[src/rtl/turbo_pkg.sv]
// Shared definitions for the turbo encoder frame controller.
package turbo_pkg;

    typedef enum logic [1:0] {LOAD, ENC, TAIL1, TAIL2} state_e;

    localparam int unsigned TAIL_LEN = 3;

    // QPP interleaver defaults for the K=40 frame size.
    localparam int unsigned DEF_K  = 40;
    localparam int unsigned DEF_F1 = 3;
    localparam int unsigned DEF_F2 = 10;

endpackage

[src/rtl/rsc_core.sv]
// Recursive systematic convolutional encoder: feedback 1+D^2+D^3, parity 1+D+D^3.
module rsc_core (
    input  logic clk,
    input  logic clr_n,
    input  logic clear,
    input  logic step,
    input  logic term,
    input  logic u,
    output logic fb,
    output logic p
);

    logic [2:0] s_q;  // s_q[0] is the newest stage
    logic       d;

    // Termination feeds the feedback back in, which forces the register input to zero.
    assign fb = s_q[1] ^ s_q[2];
    assign d  = term ? 1'b0 : (u ^ fb);
    assign p  = d ^ s_q[0] ^ s_q[2];

    always_ff @(posedge clk or negedge clr_n) begin
        if (!clr_n) begin
            s_q <= '0;
        end else if (clear) begin
            s_q <= '0;
        end else if (step) begin
            s_q <= {s_q[1:0], d};
        end
    end

endmodule

[src/rtl/turbo_enc_ctrl.sv]
// Rate-1/3 turbo encoder controller: frame buffer, QPP address recursion, two RSC encoders
// sequenced through data and termination phases with valid/ready output flow control.
module turbo_enc_ctrl
    import turbo_pkg::*;
#(
    parameter int unsigned K     = DEF_K,
    parameter int unsigned F1    = DEF_F1,
    parameter int unsigned F2    = DEF_F2,
    parameter int unsigned IDX_W = $clog2(K)
) (
    input  logic clk,
    input  logic clr_n,
    input  logic in_bit,
    input  logic in_valid,
    output logic in_ready,
    output logic out_sys,
    output logic out_p1,
    output logic out_p2,
    output logic out_tail,
    output logic out_last,
    output logic out_valid,
    input  logic out_ready
);

    localparam logic [IDX_W-1:0] LAST      = IDX_W'(K - 1);
    localparam logic [IDX_W-1:0] G0        = IDX_W'((F1 + F2) % K);
    localparam logic [IDX_W-1:0] G_INC     = IDX_W'((2 * F2) % K);
    localparam logic [IDX_W:0]   K_EXT     = (IDX_W + 1)'(K);
    localparam logic [1:0]       TAIL_LAST = 2'(TAIL_LEN - 1);

    // Both operands are already reduced, so one conditional subtraction suffices.
    function automatic logic [IDX_W-1:0] mod_add(input logic [IDX_W-1:0] a,
                                                 input logic [IDX_W-1:0] b);
        logic [IDX_W:0] s;
        s = {1'b0, a} + {1'b0, b};
        if (s >= K_EXT) begin
            s = s - K_EXT;
        end
        return s[IDX_W-1:0];
    endfunction

    state_e           state_q, state_d;
    logic [IDX_W-1:0] wr_q, wr_d;
    logic [IDX_W-1:0] i_q, i_d;
    logic [IDX_W-1:0] pi_q, pi_d;
    logic [IDX_W-1:0] g_q, g_d;
    logic [1:0]       tcnt_q, tcnt_d;
    logic [K-1:0]     buf_q;

    logic wr_en, enc_clear;
    logic step1, step2, term1, term2;
    logic enc1_fb, enc1_p, enc2_fb, enc2_p;

    rsc_core u_rsc1 (
        .clk   (clk),
        .clr_n (clr_n),
        .clear (enc_clear),
        .step  (step1),
        .term  (term1),
        .u     (buf_q[i_q]),
        .fb    (enc1_fb),
        .p     (enc1_p)
    );

    rsc_core u_rsc2 (
        .clk   (clk),
        .clr_n (clr_n),
        .clear (enc_clear),
        .step  (step2),
        .term  (term2),
        .u     (buf_q[pi_q]),
        .fb    (enc2_fb),
        .p     (enc2_p)
    );

    always_comb begin
        state_d   = state_q;
        wr_d      = wr_q;
        i_d       = i_q;
        pi_d      = pi_q;
        g_d       = g_q;
        tcnt_d    = tcnt_q;
        wr_en     = 1'b0;
        enc_clear = 1'b0;
        step1     = 1'b0;
        step2     = 1'b0;
        term1     = 1'b0;
        term2     = 1'b0;
        in_ready  = 1'b0;
        out_valid = 1'b0;
        out_sys   = 1'b0;
        out_p1    = 1'b0;
        out_p2    = 1'b0;
        out_tail  = 1'b0;
        out_last  = 1'b0;
        unique case (state_q)
            LOAD: begin
                in_ready = 1'b1;
                if (in_valid) begin
                    wr_en = 1'b1;
                    wr_d  = wr_q + 1'b1;
                    if (wr_q == LAST) begin
                        state_d   = ENC;
                        wr_d      = '0;
                        i_d       = '0;
                        pi_d      = '0;
                        g_d       = G0;
                        enc_clear = 1'b1;
                    end
                end
            end
            ENC: begin
                out_valid = 1'b1;
                out_sys   = buf_q[i_q];
                out_p1    = enc1_p;
                out_p2    = enc2_p;
                if (out_ready) begin
                    step1 = 1'b1;
                    step2 = 1'b1;
                    i_d   = i_q + 1'b1;
                    pi_d  = mod_add(pi_q, g_q);
                    g_d   = mod_add(g_q, G_INC);
                    if (i_q == LAST) begin
                        state_d = TAIL1;
                        tcnt_d  = '0;
                    end
                end
            end
            TAIL1: begin
                term1     = 1'b1;
                out_valid = 1'b1;
                out_sys   = enc1_fb;
                out_p1    = enc1_p;
                out_tail  = 1'b1;
                if (out_ready) begin
                    step1  = 1'b1;
                    tcnt_d = tcnt_q + 1'b1;
                    if (tcnt_q == TAIL_LAST) begin
                        state_d = TAIL2;
                        tcnt_d  = '0;
                    end
                end
            end
            TAIL2: begin
                term2     = 1'b1;
                out_valid = 1'b1;
                out_sys   = enc2_fb;
                out_p2    = enc2_p;
                out_tail  = 1'b1;
                out_last  = (tcnt_q == TAIL_LAST);
                if (out_ready) begin
                    step2  = 1'b1;
                    tcnt_d = tcnt_q + 1'b1;
                    if (tcnt_q == TAIL_LAST) begin
                        state_d = LOAD;
                        tcnt_d  = '0;
                        wr_d    = '0;
                    end
                end
            end
        endcase
    end

    always_ff @(posedge clk or negedge clr_n) begin
        if (!clr_n) begin
            state_q <= LOAD;
            wr_q    <= '0;
            i_q     <= '0;
            pi_q    <= '0;
            g_q     <= G0;
            tcnt_q  <= '0;
        end else begin
            state_q <= state_d;
            wr_q    <= wr_d;
            i_q     <= i_d;
            pi_q    <= pi_d;
            g_q     <= g_d;
            tcnt_q  <= tcnt_d;
        end
    end

    // Frame contents need no reset: every bit is rewritten before it is read.
    always_ff @(posedge clk) begin
        if (wr_en) begin
            buf_q[wr_q] <= in_bit;
        end
    end

endmodule

[config.mk]
export PLATFORM = sky130hd
export DESIGN_NAME = turbo_enc_ctrl
export DESIGN_NICKNAME = d
export VERILOG_FILES = /design/src/rtl/turbo_pkg.sv /design/src/rtl/rsc_core.sv /design/src/rtl/turbo_enc_ctrl.sv
export SDC_FILE = /design/constraint.sdc
export NUM_CORES = 1
export LEC_CHECK = 0
export CORE_AREA = 2 2 134 71
export DETAILED_ROUTE_END_ITERATION = 16
export DIE_AREA = 0 0 136 73
export PLACE_DENSITY = 0.67
export SLEW_MARGIN = 5
export SYNTH_ARGS = -nofsm -noshare
export SYNTH_HDL_FRONTEND = slang
export SYNTH_SLANG_ARGS = --single-unit
[constraint.sdc]
create_clock -name clk -period 3.6 [get_ports clk]
set_input_delay 0.72 -clock clk [delete_from_list [all_inputs] [get_ports clk]]
set_output_delay 0.72 -clock clk [all_outputs]
set_load 0.02 [all_outputs]
==> results of run 1 <==
==> cells in the final DEF, fill, tap and decap left out, types with 4 or more instances in the layout <==
| cell | count |
|---|---|
| mux4_2 | 15 |
| a22o_1 | 7 |
| o31ai_1 | 4 |
| clkdlybuf4s50_1 | 8 |
| o211ai_1 | 4 |
| xnor2_1 | 5 |
| nand2_1 | 33 |
| mux2i_1 | 7 |
| buf_4 | 16 |
| nor2_1 | 66 |
| nand3b_1 | 6 |
| dfrtp_1 | 28 |
| o21ai_0 | 17 |
| inv_1 | 20 |
| nand3_1 | 12 |
| or3_1 | 5 |
| mux4_1 | 6 |
| a21oi_1 | 9 |
| ha_1 | 17 |
| edfxtp_1 | 40 |
| clkbuf_16 | 10 |
| xor2_1 | 10 |
| nor3_1 | 4 |
==> power breakdown <==
group	internal (mW)	switching [mW]	leakage (nW)
logic	1.06	1.23	1.02
clock network	0.535	0.365	0.135
registers	1.06	0.302	0.763
==> worst reg2reg max path: cells and delay by family, from the launching register on <==
kind / cells / cell delay, ns
flops: 1 / 0.46
buf+inv: 2 / 0.29
xor+xnor: 1 / 0.20
compound gates: 5 / 1.01
fa+ha+maj: 3 / 0.67
==> sequential cells by signal, summed over array words and instances (netlist names) <==
name	cells
g_q	5
u_rsc2.s_q	3
tcnt_q	2
i_q	6
buf_q	40
state_q	2
pi_q	6
u_rsc1.s_q	3
wr_q	6
==> worst max-delay path by stage <==
stage	from	end	slack [ns]	depth (start not counted)
floorplan	pi_q[0]	out_p2	0.60	7
global placement	i_q[0]	out_p1	0.10	8
detailed placement	i_q[0]	out_p1	0.03	8
CTS	i_q[0]	out_p1	0.0008	8
global route	i_q[0]	out_p1	-0.001	9
finish	pi_q[0]	out_p2	0.09	7
==> routing by layer <==
metal / up-vias / part of all wire, %
li1: 1500 / -
met1: 1618 / 51
met2: 128 / 40
met3: 6 / 8.6
met4: 0 / 0.39
met5: - / 0
==> cells by family (layout without fill, tap and decap cells) <==
logic type,count (synthesis),count (layout),synth area share [%]
AO/OA/AOI/OAI,69,69,11.4
XOR/XNOR,15,15,2.99
adder cells (fa/ha/maj),17,17,4.84
buffers and inverters,37,64,4.10
flip-flops,73,73,46.2
multiplexers,30,30,13.8
AND/OR/NAND/NOR,151,151,16.6
==> what timing repair did <==
action | CTS | global route
cloned | 0 | 1
resized for setup | 7 | 18
pin swaps | 0 | 6
setup buffers | 0 | 7
setup endpoints to repair | 3 | 3
==> layout make-up <==
type / count / area, sq um
inverter: 20 / 75.1
tap: 121 / 151
multi-input combinational: 282 / 2220
clock buffer: 9 / 225
clock inverter: 7 / 70.1
fill: 766 / 3910
timing repair buffer: 28 / 260
sequential: 73 / 2030
==> per-stage QoR <==
step	setup TNS, ns	std cells
2_1_floorplan	0	392
3_5_place_dp	0	516
6_report	0	540
5_1_grt	-0.00144	540
3_3_place_gp	0	516
4_1_cts	0	532
==> metrics.txt, run 1 <==
worst path required time ~2.9 ns; vias per cell roughly 6; CP endpoint kind output pin; die height 73 um; Max Cap Viol 0; layout cells sized above 1 17.4%; Post-CTS Hold Buffers 0; Final GP Congestion 0.811; cts bufs inserted 9; worst skew pair latency 0.34 ns; CTS tree built; fin nets 436; Design Area, Final 5030 sq um; total grt overflow 0; Total GRT Usage 23.0%; Final Max Tran Viols 0; most instantiated cells after synthesis 66 x nor2_1, 40 x edfxtp_1, 33 x nand2_1; Synth Flop Type edfxtp_1; yosys warns 0; P_leak 1.92 nW; CTS max path bufs 2; post-place setup slack 0.0260 ns; cell accounting for the most synthesized area edfxtp_1; crit-path cells mux4_2 -> mux4_2 -> nand3b_1 -> a31oi_2 -> o31ai_1 -> o2bb2ai_1 -> clkdlybuf4s15_1; Tightest Pin Transition around 0.57 ns; startpoint types register; total wire length roughly 11000 um; Seq/Total Area, Yosys 46.2%; first-pass GRT wire length roughly 17000 um; Syn Area/Cell around 11 sq um; Area growth syn-to-layout 14.6%; fin crit share 97.6%; DR WL/cell 19.8 um; root buf cell clkbuf_16; Synth top area share 27.3%; count of input and output buffers 11; area of the core around 9000 sq um; Residual DRC 0; final setup fails 0; Hold Vio Cnt, Final 0; slowest cell on the critical path mux4_2; antenna fix cells 0; Mapped Nets 414; Rel. slew slack 61.7%; Cell Area, Synth between 4000 and 5000 sq um; routing usage on met2 30.0%; most frequent CP cell mux4_2; clk sinks 73; Initial Utilization 49.1%; total power 4.56 mW; Final WS setup approximately 0.086 ns; met1 usage in global routing 36.9%; H-tree depth 3; Critical Path AT between 2 and 3 ns; Layout Utilization a little under three fifths; Pwr Density roughly 910 nW/um^2; CP Class reg -> out; initial antenna violation count 0; number of I/O pins 12; status finished clean; hold endpoint wr_q[5]; RR Startpoint pi_q[0]; critical path fanouts, max 5; Worst Hold Path Cells 1; maximum resistive drop on vdd between 0.4 and 0.5 mV; Synth async-reset ratio 45.2%; Post-Syn Instances 392; Hold Crit Start wr_q[5]; top-count cell post-synth nor2_1; met3 usage 6.81%; die area approximately 9900 sq um; Final min period 3.51 ns; # rows 25; Post-synth EDFFs 40; hold crit path type reg -> reg; worst hold slack 0.513 ns; CP peak stage delay 0.54 ns; Top Family by Delay on Critical Path multiplexers; clk_skew 0.00637 ns; drt initial violations 313; 1st-pass router iterations 4; vias in the first global route 3009; global route hottest layer met1; dpl cell area 4630 sq um; HPWL Detailed 7670 um; synth unique cells 66; R2R setup slack 0.84 ns; pin count of the biggest net entering global routing 35; flops & latches, synth 73; cell depth of the worst flop-to-flop path 11; via count 3252; largest cells by area after synthesis edfxtp_1 27%, dfrtp_1 17%, mux4_1 6.0%; Fmax between 0.2 and 0.3 GHz; antenna viol nets, final 0; Worst Path Buf+Inv 1; FF-to-FF End pi_q[4]; Clock transition at path regs 0.06 ns; Die X 136 um
No activity file was read; power rests on OpenSTA's default activity.
==> run 2: changes to the inputs <==
- GPL_TIMING_DRIVEN: unset -> 1
- SETUP_SLACK_MARGIN: unset -> 0.15
==> metrics.txt, run 2 (same netlist as run 1, synthesis figures left out) <==
first-pass GRT wire length 16700 um (+0.62%); Die X 136 um (unchanged); CP endpoint kind output pin; status finished clean; critical path fanouts, max 5 (unchanged); vias in the first global route 3034 (+0.83%); initial antenna violation count 0 (unchanged); DR WL/cell 19.9 um (+0.78%); largest register by flop count buf_q; CP Class reg -> out; antenna viol nets, final 0 (unchanged); commonest non-fill, non-tap cell in the layout nor2_1; cts bufs inserted 9 (unchanged); Critical Path AT 2.81 ns (+0.02 ns); clk sinks 73 (unchanged); Pwr Density 915 nW/um^2 (+1.0%); CP peak stage delay 0.49 ns (-0.05 ns); slowest cell on the critical path or4_4; CTS max path bufs 2 (unchanged); Final Max Tran Viols 0 (unchanged); Hold Vio Cnt, Final 0 (unchanged); hold crit path type reg -> reg; Final WS setup 0.0652 ns (-0.0210 ns); # fillers 759 (-0.91%); Clock transition at path regs 0.06 ns (about the same); Worst Path Buf+Inv 5 (+4); pin count of the biggest net entering global routing 35 (unchanged); Final GP Congestion 0.811 (unchanged); R2R setup slack 0.87 ns (+0.03 ns); vias per cell 6.06 (+0.58%); total wire length 10800 um (+0.96%); layout cells sized above 1 17.9% (+0.43 points); Max Cap Viol 0 (unchanged); Top Family by Delay on Critical Path simple AND/OR/NAND/NOR gates; # rows 25 (unchanged); Layout Utilization 56.6% (+0.32 points); unrepaired setup endpoints after global routing yes; worst path required time 2.88 ns (about the same); total power 4.63 mW (+1.6%); fin crit share 98.2% (+0.58 points); final setup fails 0 (unchanged); Total GRT Usage 23.1% (+0.15 points); die height 73 um (unchanged); antenna fix cells 0 (unchanged); clk_skew 0.00745 ns (+0.00108 ns); total grt overflow 0 (unchanged); root buf cell clkbuf_16; fin nets 437 (+0.23%); Residual DRC 0 (unchanged); 1st-pass router iterations 4 (unchanged); most frequent cells in the layout 66 x nor2_1, 40 x edfxtp_1, 33 x nand2_1, 28 x dfrtp_1, 20 x inv_1; number of I/O pins 12 (unchanged); worst skew pair latency 0.34 ns (about the same); Tightest Pin Transition 0.560 ns (-0.00940 ns); P_leak 1.93 nW (+0.44%); H-tree depth 3 (unchanged); HPWL Detailed 7670 um (unchanged); Area growth syn-to-layout 15.2%; drt initial violations 279 (-11%); Final min period 3.53 ns (+0.0210 ns); via count 3277 (+0.77%); Rel. slew slack 62.3% (+0.63 points); Initial Utilization 49.1% (unchanged); die area 9930 sq um (unchanged); CTS tree built; Fmax 0.283 GHz (-0.59%); startpoint types register; crit-path cells buf_12 -> buf_12 -> mux4_2 -> and3b_2 -> nor4_4 -> buf_4 -> buf_6 -> or4_4 -> a311oi_2 -> a41o_1 -> buf_6; maximum resistive drop on vdd 0.459 mV (+0.70%); count of input and output buffers 11 (unchanged); area of the core 8950 sq um (unchanged); max reg flops 40 (unchanged); post-place setup slack 0.0260 ns (unchanged)
run 2: cell count changes in the layout (fill, tap and decap cells not counted), sizes merged:
cell / before / now
buf: 18 / 20
clkdlybuf4s15: 1 / 0
run 2: layer usage:
layer / up-vias / global-route usage, % / wire [um]
met5: - / 0 / 0
li1: 1500 / - / -
met2: 131 / 30.1 / 4230
met3: 10 / 6.81 / 919
met1: 1636 / 37.2 / 5570
met4: 0 / 5.09 / 58
run 2: timing repair:
item                       in CTS  in global routing
gates cloned                    0                  1
pin swaps                       3                  5
hold buffers                    0                  0
hold endpoints to repair        0                  0
resized for setup              14                 18
setup buffers                   4                  4
setup endpoints to repair       3                  3
run 2: area by class of cell:
cell class                 count  area [sq um]  share of cell area, %
tap                          121           151                   2.99
sequential                    73          2030                   40.2
clock inverter                 7          70.1                   1.38
clock buffer                   9           225                   4.45
timing repair buffer          29           297                   5.86
multi-input combinational    282          2210                   43.7
inverter                      20          75.1                   1.48
run 2: path summary, 6_finish.rpt:
check / startpoint / end / cells after the start
max in group asynchronous: clr_n / g_q[3] / 2
hold / removal: wr_q[5] / wr_q[5] / 1
setup / recovery: i_q[0] / out_p1 / 11
min in group asynchronous: clr_n / tcnt_q[0] / 2
setup reg to reg: pi_q[0] / pi_q[4] / 11
hold reg to reg: wr_q[5] / wr_q[5] / 1
run 2: where the power goes:
part           total [mW]  switching, mW  internal [mW]
clock               0.904          0.369          0.535
sequential           1.36          0.301           1.06
combinational        2.36           1.25           1.11
total                4.63           1.92           2.71
run 2: worst register-to-register path: stages, from the launching register on:
cell      delay [ns]
dfrtp_2         0.47
buf_6           0.18
ha_1            0.22
ha_1            0.21
a21o_1          0.20
a21oi_1         0.24
xnor2_1         0.21
inv_1           0.08
ha_1            0.24
o31a_1          0.13
o21a_1          0.19
o311ai_0        0.26
run 2: through the flow:
step / area (sq um) / instances / hold slack (ns) / setup TNS, ns
2_1_floorplan: 4390 / 392 / 0.424 / 0
3_3_place_gp: 4630 / 516 / 0.503 / 0
3_5_place_dp: 4630 / 516 / 0.495 / 0
4_1_cts: 4960 / 536 / 0.506 / 0
5_1_grt: 5060 / 541 / 0.562 / -0.0296
6_report: 5060 / 541 / 0.514 / 0
==> run 3: changes to the inputs <==
- SLEW_MARGIN: 5 -> 10
==> results of run 3 <==
The final DEF is identical to that of run 2; final timing and power are the same.
